===== src/rtl/key_op_fifo_pkg.sv =====
// key_op_fifo_pkg
//   Constants and types shared by the keyboard decoder, the key-operation FIFO
//   and the game player. Having them in one place keeps the operation codes in
//   agreement across those three blocks.
//   - KEY_OP_W   : width of one keyboard operation code
//   - key_op_e   : keyboard operation codes
//   - in_state_e : input handshake states of key_op_fifo
package key_op_fifo_pkg;

  localparam int KEY_OP_W = 3;

  typedef enum logic [KEY_OP_W-1:0] {
    KOP_NONE    = 3'd0,
    KOP_UP      = 3'd1,
    KOP_DOWN    = 3'd2,
    KOP_LEFT    = 3'd3,
    KOP_RIGHT   = 3'd4,
    KOP_SELECT  = 3'd5,
    KOP_HALF    = 3'd6,
    KOP_RESTART = 3'd7
  } key_op_e;

  typedef enum logic [1:0] {
    IN_IDLE     = 2'd0,
    IN_ACK      = 2'd1,
    IN_WAIT_LOW = 2'd2
  } in_state_e;

endpackage


===== src/rtl/key_op_ram.sv =====
// key_op_ram
//   DEPTH x DATA_WIDTH register array with one write port and one registered
//   read port. The read is write-first: when the address being read is written
//   in the same cycle, the new data appears on rdata after the edge.
//   Ports:
//     clock   - system clock
//     reset_n - synchronous active-low reset (clears only the read register)
//     we      - write enable
//     waddr   - write address
//     wdata   - write data
//     raddr   - read address, sampled at the edge
//     rdata   - registered read data
module key_op_ram
  import key_op_fifo_pkg::*;
#(
  parameter int DATA_WIDTH = KEY_OP_W,
  parameter int DEPTH      = 4
) (
  input  logic                      clock,
  input  logic                      reset_n,
  input  logic                      we,
  input  logic [$clog2(DEPTH)-1:0]  waddr,
  input  logic [DATA_WIDTH-1:0]     wdata,
  input  logic [$clog2(DEPTH)-1:0]  raddr,
  output logic [DATA_WIDTH-1:0]     rdata
);

  logic [DATA_WIDTH-1:0] mem_q [DEPTH];
  logic [DATA_WIDTH-1:0] rdata_q;

  always_ff @(posedge clock) begin
    if (we) begin
      mem_q[waddr] <= wdata;
    end
  end

  // Bypass lets a word written into an empty FIFO be presented on the
  // very edge that makes out_ready rise.
  always_ff @(posedge clock) begin
    if (!reset_n) begin
      rdata_q <= '0;
    end else if (we && (waddr == raddr)) begin
      rdata_q <= wdata;
    end else begin
      rdata_q <= mem_q[raddr];
    end
  end

  assign rdata = rdata_q;

endmodule


===== src/rtl/key_op_fifo.sv =====
// key_op_fifo
//   Buffers decoded keyboard operations between the PS/2 decoder and the game
//   player so keystrokes arriving while the game logic is busy are kept.
//   Ports:
//     clock, reset_n - system clock, synchronous active-low reset
//     in_ready       - decoder has data, held high until acknowledged
//     in_data        - operation code from the decoder
//     in_read_fin    - one-cycle pulse: in_data was captured
//     out_ready      - FIFO not empty, out_data valid
//     out_data       - oldest buffered operation
//     out_read_fin   - consumer took out_data (ignored while empty)
//     flush          - discard all buffered operations
//     count          - current occupancy
//     full           - count == DEPTH
//     refused_cnt    - saturating count of keystrokes seen while full
module key_op_fifo
  import key_op_fifo_pkg::*;
#(
  parameter int DATA_WIDTH = KEY_OP_W,
  parameter int DEPTH      = 4,
  parameter int CNT_WIDTH  = 8
) (
  input  logic                         clock,
  input  logic                         reset_n,
  input  logic                         in_ready,
  input  logic [DATA_WIDTH-1:0]        in_data,
  output logic                         in_read_fin,
  output logic                         out_ready,
  output logic [DATA_WIDTH-1:0]        out_data,
  input  logic                         out_read_fin,
  input  logic                         flush,
  output logic [$clog2(DEPTH+1)-1:0]   count,
  output logic                         full,
  output logic [CNT_WIDTH-1:0]         refused_cnt
);

  localparam int PW = $clog2(DEPTH);
  localparam int CW = $clog2(DEPTH+1);

  function automatic logic [CNT_WIDTH-1:0] sat_inc(input logic [CNT_WIDTH-1:0] v);
    return (&v) ? v : v + CNT_WIDTH'(1);
  endfunction

  in_state_e           state_q;
  logic                in_read_fin_q;
  logic                in_ready_q;
  logic [PW-1:0]       wr_ptr_q, wr_ptr_d;
  logic [PW-1:0]       rd_ptr_q, rd_ptr_d;
  logic [CW-1:0]       count_q, count_d;
  logic [CNT_WIDTH-1:0] refused_q;

  logic push, pop, wr_en;

  assign full      = (count_q == CW'(DEPTH));
  assign out_ready = (count_q != '0);

  // A push during flush is still acknowledged, but nothing is stored.
  always_comb begin
    push     = (state_q == IN_IDLE) && in_ready && !full;
    pop      = out_ready && out_read_fin && !flush;
    wr_en    = push && !flush;
    wr_ptr_d = wr_en ? wr_ptr_q + PW'(1) : wr_ptr_q;
    rd_ptr_d = rd_ptr_q;
    count_d  = count_q;
    if (flush) begin
      rd_ptr_d = wr_ptr_q;
      count_d  = '0;
    end else begin
      if (pop) rd_ptr_d = rd_ptr_q + PW'(1);
      if (wr_en && !pop)      count_d = count_q + CW'(1);
      else if (!wr_en && pop) count_d = count_q - CW'(1);
    end
  end

  always_ff @(posedge clock) begin
    if (!reset_n) begin
      state_q       <= IN_IDLE;
      in_read_fin_q <= 1'b0;
      in_ready_q    <= 1'b0;
      wr_ptr_q      <= '0;
      rd_ptr_q      <= '0;
      count_q       <= '0;
      refused_q     <= '0;
    end else begin
      wr_ptr_q      <= wr_ptr_d;
      rd_ptr_q      <= rd_ptr_d;
      count_q       <= count_d;
      in_ready_q    <= in_ready;
      in_read_fin_q <= 1'b0;
      case (state_q)
        IN_IDLE: begin
          if (push) begin
            state_q       <= IN_ACK;
            in_read_fin_q <= 1'b1;
          end else if (in_ready && full && !in_ready_q) begin
            // Only a fresh press counts; a held refused key counts once.
            refused_q <= sat_inc(refused_q);
          end
        end
        IN_ACK:      state_q <= IN_WAIT_LOW;
        IN_WAIT_LOW: if (!in_ready) state_q <= IN_IDLE;
        default:     state_q <= IN_IDLE;
      endcase
    end
  end

  key_op_ram #(
    .DATA_WIDTH (DATA_WIDTH),
    .DEPTH      (DEPTH)
  ) u_ram (
    .clock   (clock),
    .reset_n (reset_n),
    .we      (wr_en),
    .waddr   (wr_ptr_q),
    .wdata   (in_data),
    .raddr   (rd_ptr_d),
    .rdata   (out_data)
  );

  assign in_read_fin = in_read_fin_q;
  assign count       = count_q;
  assign refused_cnt = refused_q;

endmodule


===== config.mk =====
export PLATFORM = sky130hd
export DESIGN_NAME = key_op_fifo
export DESIGN_NICKNAME = d
export VERILOG_FILES = /design/src/rtl/key_op_fifo_pkg.sv /design/src/rtl/key_op_ram.sv /design/src/rtl/key_op_fifo.sv
export SDC_FILE = /design/constraint.sdc
export NUM_CORES = 1
export LEC_CHECK = 0
export ABC_AREA = 1
export CAP_MARGIN = 20
export CORE_ASPECT_RATIO = 0.7
export CORE_MARGIN = 2
export CORE_UTILIZATION = 37
export CTS_CLUSTER_SIZE = 20
export DETAILED_ROUTE_END_ITERATION = 7
export PLACE_DENSITY = 0.59
export SYNTH_ARGS = -nofsm -noshare
export SYNTH_HDL_FRONTEND = slang
export SYNTH_SLANG_ARGS = --single-unit

===== constraint.sdc =====
create_clock -name clock -period 2.8 [get_ports clock]
set_input_delay 0.56 -clock clock [delete_from_list [all_inputs] [get_ports clock]]
set_output_delay 0.56 -clock clock [all_outputs]
set_load 0.1 [all_outputs]

==> flow_summary.json, run 1 <==
{
  "synth_top_area_share_pct": 25.6,
  "cp-start-kind": "primary input",
  "path_class": "primary input to flip-flop",
  "fin_cells": 286,
  "seqPwrFrac_pct": 41.3,
  "diodes": 0,
  "overflow": 0,
  "hold_end": "refused_cnt[4]$_SDFFE_PN0P_",
  "drt_wl_total_um": 3190,
  "area_delta_synth_final_pct": 24.7,
  "num-fill-cells": 438,
  "hold_path_class": "flip-flop to flip-flop",
  "p_leak_nw": 0.917,
  "required_ps": 2980,
  "fmax_mhz": 414,
  "synth.top_cells.by_area": "dfxtp_1, edfxtp_1, inv_1, nand2_1, ha_1",
  "endpoint_kind": "flip-flop",
  "combPwrFrac_pct": 18.5,
  "finClkSkew_ps": 3.10,
  "gp_congestion": 0.775,
  "drive_above_1_share_pct": 23.4,
  "synth.largest_area_cell": "dfxtp_1",
  "synth_cell_type_count": 29,
  "layout_min_cycle_time_ps": 2410,
  "grt_max_degree": 12,
  "routed-via-count": 1309,
  "cts_tree": "done",
  "muxShareOfSynthArea_pct": 0,
  "antenna_left": 0,
  "drc": 0,
  "power.total_w": 0.00132,
  "rsz0062_at_grt": "no",
  "critical_path_arrival_ps": 2590,
  "ios": 25,
  "core_um2": 4400,
  "drt_first_pass_iters": 4,
  "r2r_start": "count[0]$_SDFFE_PP0P_",
  "whs_path_depth": 2,
  "final_area_um2": 2140,
  "peakVddDrop_v": 0.000335,
  "power_density_nw_per_um2": 616,
  "finalCritPeriodShare_pct": 86.2,
  "rr_worst_depth": 11,
  "start_util_pct": 39.0,
  "slew-limit-headroom_pct": 77.6,
  "internal_power_w": 0.000951,
  "synthesis.nets": 211,
  "path_max_fanout": 3,
  "via_per_inst": 4.58,
  "synth-simple-area-share_pct": 31.5,
  "hpwl_um": 2400,
  "outcome": "finished, final reports clean",
  "numCtsBuffers": 5,
  "fp.dieW_um": 85.4,
  "dp.cells": 278,
  "cts_buffer_depth": 2,
  "worst_pin_slew_ps": 335,
  "p_sw_w": 0.000369,
  "synth_ff_type": "dfxtp_1",
  "cts_sinks": 34,
  "reg2reg_to": "count[2]$_SDFFE_PP0P_",
  "ff2ff_setup_slack_ps": 740,
  "seq_area_frac_synth_pct": 46.6,
  "finalHoldViolCount": 0,
  "antenna_found_initial": 0,
  "cts_resized": 0,
  "portBuffers": 24,
  "syn_inst": 196,
  "synth_edf_count": 12,
  "cts-root-buf": "clkbuf_8",
  "clkTransAtPathRegs_ps": 70,
  "ys_async_sr_fraction_pct": 0,
  "fin_setup_tns_ps": 0,
  "power.share.switching_pct": 28.0,
  "grt_pass1_wl_um": 5490,
  "grt_pass1_vias": 1146,
  "dpl_cell_area_um2": 2010,
  "power_frac_clock_pct": 40.3,
  "detail_route.wl_per_cell_um": 11.2,
  "maxCapViolCount": 0,
  "syn_avg_cell_area_um2": 8.76,
  "fin_util_pct": 48.6,
  "nNetsFinal": 245,
  "cts_hold_buffers": 0,
  "setup_violations": 0,
  "synth_top_family_by_area": "simple AND/OR/NAND/NOR gates",
  "slew_viol_final": 0,
  "synth_xor_area_share_pct": 0,
  "ys_ff_latch": 34,
  "hp-start": "refused_cnt[4]$_SDFFE_PN0P_",
  "synth_compound_area_share_pct": 7.87,
  "insertion_delay_ps": 290,
  "ys_warn_count": 0,
  "grt.total_usage_pct": 14.2,
  "netlist_area_um2": 1720,
  "num_rows": 20,
  "dieArea_um2": 5210,
  "fp.dieH_um": 61.0,
  "h-tree-depth": 2,
  "postCtsSetupRepairBufs": 0,
  "synth_adder_area_share_pct": 5.54,
  "drt_iter0_drc": 59
}
-- metrics by stage --
step / worst slack [ps] / hold WS [ps]
after floorplan: 193 / 458
final: 386 / 483
after CTS: 383 / 483
after global routing: 115 / 512
after global placement: 142 / 473
after detailed placement: 70.0 / 471
-- worst max-delay path, stage by stage --
cell,delay [ps]
clkdlybuf4s50_1,480
nor3b_2,200
nand2_1,150
nor2_4,140
ha_1,150
inv_1,60
fa_1,370
a21oi_1,140
o21ai_0,110
o21ai_0,160
a21oi_1,60
-- state kept, by name, indices dropped and copies added (netlist names) --
name / cells
u_ram.mem_q: 12
refused_cnt: 8
count: 3
u_ram.rdata: 3
rd_ptr_q: 2
state_q: 2
wr_ptr_q: 2
in_read_fin: 1
in_ready_q: 1
-- synthesized netlist by cell type (3+ instances only) --
cell type	number
nand3_2	3
nand3b_1	6
nand2_2	5
ha_1	6
nand3_4	3
nand3_1	13
a21oi_1	12
nor2_1	16
o21ai_0	8
nor2_2	4
inv_1	34
nand2_1	28
dfxtp_1	22
nor2_4	3
o21ai_1	4
nand2_4	3
edfxtp_1	12
-- cell type report --
| cell class | instances | area [µm²] | share of cell area (%) |
|---|---|---|---|
| clock buffer | 5 | 68.8 | 3.21 |
| clock inverter | 3 | 63.8 | 2.98 |
| inverter | 37 | 140 | 6.54 |
| multi-input combinational | 124 | 772 | 36.0 |
| sequential | 34 | 801 | 37.4 |
| tap | 55 | 68.8 | 3.21 |
| timing repair buffer | 28 | 228 | 10.6 |
-- layer usage --
layer	vias up	GRT usage [%]	wire length [µm]
met5	-	0	0
met4	0	8.16	76
met3	8	3.62	151
met2	28	19.2	1200
met1	573	20.7	1760
li1	700	-	-
-- power groups by stage --
stage | Combinational (W) | Sequential (W) | Clock [W]
global placement | 0.000245 | 0.000556 | 0
floorplan | 0.000117 | 0.000621 | 0
CTS | 0.000246 | 0.000545 | 0.000547
finish | 0.000244 | 0.000545 | 0.000531
global route | 0.000267 | 0.000547 | 0.000571
detailed placement | 0.000245 | 0.000555 | 0
-- worst max path at each step --
stage	startpoint	end	cells past startpoint
finish	in_ready	count[2]$_SDFFE_PP0P_	11
global route	in_ready	count[2]$_SDFFE_PP0P_	11
CTS	in_ready	count[2]$_SDFFE_PP0P_	11
detailed placement	in_ready	count[2]$_SDFFE_PP0P_	11
global placement	in_ready	count[2]$_SDFFE_PP0P_	11
floorplan	count[0]$_SDFFE_PP0P_	count[2]$_SDFFE_PP0P_	11
-- cells by family (layout without fill, tap and decap cells) --
kind of cell             after synthesis  after routing
AO/OA/AOI/OAI                         26             26
adder cells (fa/ha/maj)                7              7
buffers and inverters                 38             73
flip-flops                            34             34
AND/OR/NAND/NOR                       91             91
-- layout by cell type (no fill, tap or decap) --
cell type,count
a21oi_1,12
nand2_1,28
clkinv_1,2
nor2_1,16
clkbuf_8,5
inv_1,34
clkinv_2,1
nor3_1,1
nand3_4,3
fa_1,1
nand2_4,3
nor3_2,1
o21ai_1,4
nor3b_1,1
nor2_2,4
edfxtp_1,12
o21ai_0,8
nor2_4,3
bufinv_16,2
a211oi_1,1
buf_4,21
o21a_1,1
nand4_1,2
nand3_2,3
nand2_2,5
dfxtp_1,22
inv_2,1
clkdlybuf4s50_1,7
nand3b_1,6
ha_1,6
nor3b_2,2
nand3_1,13
Note: power is estimated with default switching activity, not from simulation.
==> run 2, diff against run 1 <==
--- a/config.mk
+++ b/config.mk
@@ -12,7 +12,7 @@
 export CORE_UTILIZATION = 37
 export CTS_CLUSTER_SIZE = 20
 export DETAILED_ROUTE_END_ITERATION = 7
-export PLACE_DENSITY = 0.59
+export PLACE_DENSITY = 0.61
 export SYNTH_ARGS = -nofsm -noshare
 export SYNTH_HDL_FRONTEND = slang
 export SYNTH_SLANG_ARGS = --single-unit
==> constraint.sdc (replaced) <==
create_clock -name clock -period 2.2 [get_ports clock]
set_input_delay 0.44 -clock clock [delete_from_list [all_inputs] [get_ports clock]]
set_output_delay 0.44 -clock clock [all_outputs]
set_load 0.1 [all_outputs]
==> flow_summary.json, run 2 (synthesized netlist as in run 1, its figures left out) <==
{
  "internal_power_w": 0.000998,
  "fp.dieW_um": 85.4,
  "insertion_delay_ps": 280,
  "drt_first_pass_iters": 4,
  "seqPwrFrac_pct": 46.6,
  "worst_pin_slew_ps": 325,
  "slowest_stage": "clkdlybuf4s50_1",
  "finalCritPeriodShare_pct": 96.9,
  "p_sw_w": 0.000490,
  "cts_hold_buffers": 0,
  "area_delta_synth_final_pct": 28.5,
  "ff2ff_setup_slack_ps": 230,
  "setup_violations": 0,
  "hpwl_um": 2550,
  "grt_pass1_wl_um": 5670,
  "cts_buffer_depth": 2,
  "path_class": "primary input to flip-flop",
  "num_rows": 20,
  "detail_route.wl_per_cell_um": 11.7,
  "outcome": "finished, final reports clean",
  "via_per_inst": 4.70,
  "diodes": 0,
  "cts-root-buf": "clkbuf_8",
  "drive_above_1_share_pct": 29.7,
  "largest_reg_flops": 12,
  "grt_max_degree": 12,
  "slew_viol_final": 0,
  "antenna_found_initial": 0,
  "drt_iter0_drc": 53,
  "hold_slack_ps": 477,
  "nNetsFinal": 253,
  "fmax_mhz": 469,
  "required_ps": 2370,
  "cts_tree": "done",
  "power_frac_clock_pct": 30.6,
  "endpoint_kind": "flip-flop",
  "crit_chain": "clkdlybuf4s50_1 -> inv_1 -> nand3_1 -> ha_4 -> inv_2 -> fa_2 -> a21oi_2 -> o21ai_2 -> o21ai_1 -> a21oi_1",
  "power_density_nw_per_um2": 674,
  "grt_pass1_vias": 1206,
  "slew-limit-headroom_pct": 78.3,
  "clkTransAtPathRegs_ps": 70,
  "antenna_left": 0,
  "ios": 25,
  "path_max_fanout": 3,
  "slowest_delay_ps": 550,
  "combPwrFrac_pct": 22.8,
  "p_leak_nw": 0.947,
  "reg2reg_to": "count[2]$_SDFFE_PP0P_",
  "finalHoldViolCount": 0,
  "fp.dieH_um": 61.0,
  "whs_path_depth": 4,
  "gp_congestion": 0.782,
  "start_util_pct": 39.0,
  "h-tree-depth": 2,
  "crit_start": "flush",
  "drt_wl_total_um": 3450,
  "routed-via-count": 1381,
  "dieArea_um2": 5210,
  "max_flop_register": "u_ram.mem_q",
  "critical_path_arrival_ps": 2300,
  "rr_worst_depth": 10,
  "r2r_start": "state_q[0]$_SDFFE_PN0P_",
  "layout_commonest_cell": "inv_1",
  "overflow": 0,
  "peakVddDrop_v": 0.000353,
  "portBuffers": 24,
  "fin_ws_ps": 68.1,
  "cp-start-kind": "primary input",
  "layout_min_cycle_time_ps": 2130,
  "timing.critical_path.to": "count[2]$_SDFFE_PP0P_",
  "cts_sinks": 34,
  "drc": 0,
  "finClkSkew_ps": 5.64,
  "mostFrequentLayoutCells": "inv_1, buf_4, nand2_1, dfxtp_1, nor2_1",
  "dp_slack_ps": -345,
  "hold_path_class": "primary input to flip-flop",
  "maxCapViolCount": 0,
  "power.share.switching_pct": 32.9,
  "grt.total_usage_pct": 14.3,
  "numCtsBuffers": 5,
  "core_um2": 4400
}
[run 2: cell count changes in the layout (fill, tap and decap cells not counted), moves of 2 or more]
cell / before / now
bufinv_16: 2 / 0
dfxtp_1: 22 / 19
o21ai_0: 8 / 6
dfxtp_2: 0 / 2
buf_4: 21 / 28
[run 2: worst min path at each step]
stage                                 from                          end  slack (ps)
3_3_place_gp   refused_cnt[4]$_SDFFE_PN0P_  refused_cnt[4]$_SDFFE_PN0P_         470
3_5_place_dp         count[0]$_SDFFE_PP0P_        count[0]$_SDFFE_PP0P_         470
5_1_grt                           in_ready        in_ready_q$_SDFF_PN0_         510
2_1_floorplan      state_q[0]$_SDFFE_PN0P_      state_q[1]$_SDFFE_PN0P_         460
6_report                          in_ready        in_ready_q$_SDFF_PN0_         480
4_1_cts              count[0]$_SDFFE_PP0P_        count[0]$_SDFFE_PP0P_         490
[run 2: power by group through the flow]
stage / Combinational, W / Sequential, W / Clock, W
6_report: 0.000340 / 0.000694 / 0.000455
5_1_grt: 0.000368 / 0.000697 / 0.000495
4_1_cts: 0.000329 / 0.000694 / 0.000462
3_5_place_dp: 0.000326 / 0.000707 / 0
3_3_place_gp: 0.000323 / 0.000707 / 0
2_1_floorplan: 0.000148 / 0.000790 / 0
[run 2: cell type report]
type | count | area [µm²]
inverters | 37 | 140
repair buffers | 36 | 303
fillers | 421 | 2200
multi-input cells | 124 | 803
clock buffers | 5 | 68.8
clock inverters | 3 | 16.3
well taps | 55 | 68.8
flip-flops and latches | 34 | 807
[run 2: critical path: cells and delay by family]
family / cells / cell delay [ps]
buffers and inverters: 3 / 680
and+or+nand+nor: 1 / 150
AOI/OAI and AO/OA: 4 / 490
adders and majority gates: 2 / 550
[run 2: routing by layer]
layer  track usage, %  vias up  part of all wire [%]
li1                 -      717                     -
met1             20.8      635                    52
met2             20.3       24                    41
met3             4.29        5                   5.9
met4             4.76        0                   1.0
met5                0        -                     0
[run 2: metrics by stage]
| stage | cells | setup TNS (ps) | area, µm² | util [%] | power, W |
|---|---|---|---|---|---|
| floorplan | 196 | 0 | 1720 | - | 0.000939 |
| global placement | 285 | -259 | 2080 | 47.2 | 0.00103 |
| detailed placement | 285 | -372 | 2080 | 47.2 | 0.00103 |
| CTS | 293 | 0 | 2170 | 49.4 | 0.00149 |
| global route | 294 | -3.17 | 2210 | 50.1 | 0.00156 |
| finish | 294 | 0 | 2210 | 50.1 | 0.00149 |
[run 2: what timing repair did]
item / in CTS / in global routing
buffers inserted: 0 / 1
gates cloned: 0 / 0
gates resized for setup: 3 / 8
setup endpoints to repair: 1 / 1
pin swaps: 1 / 6
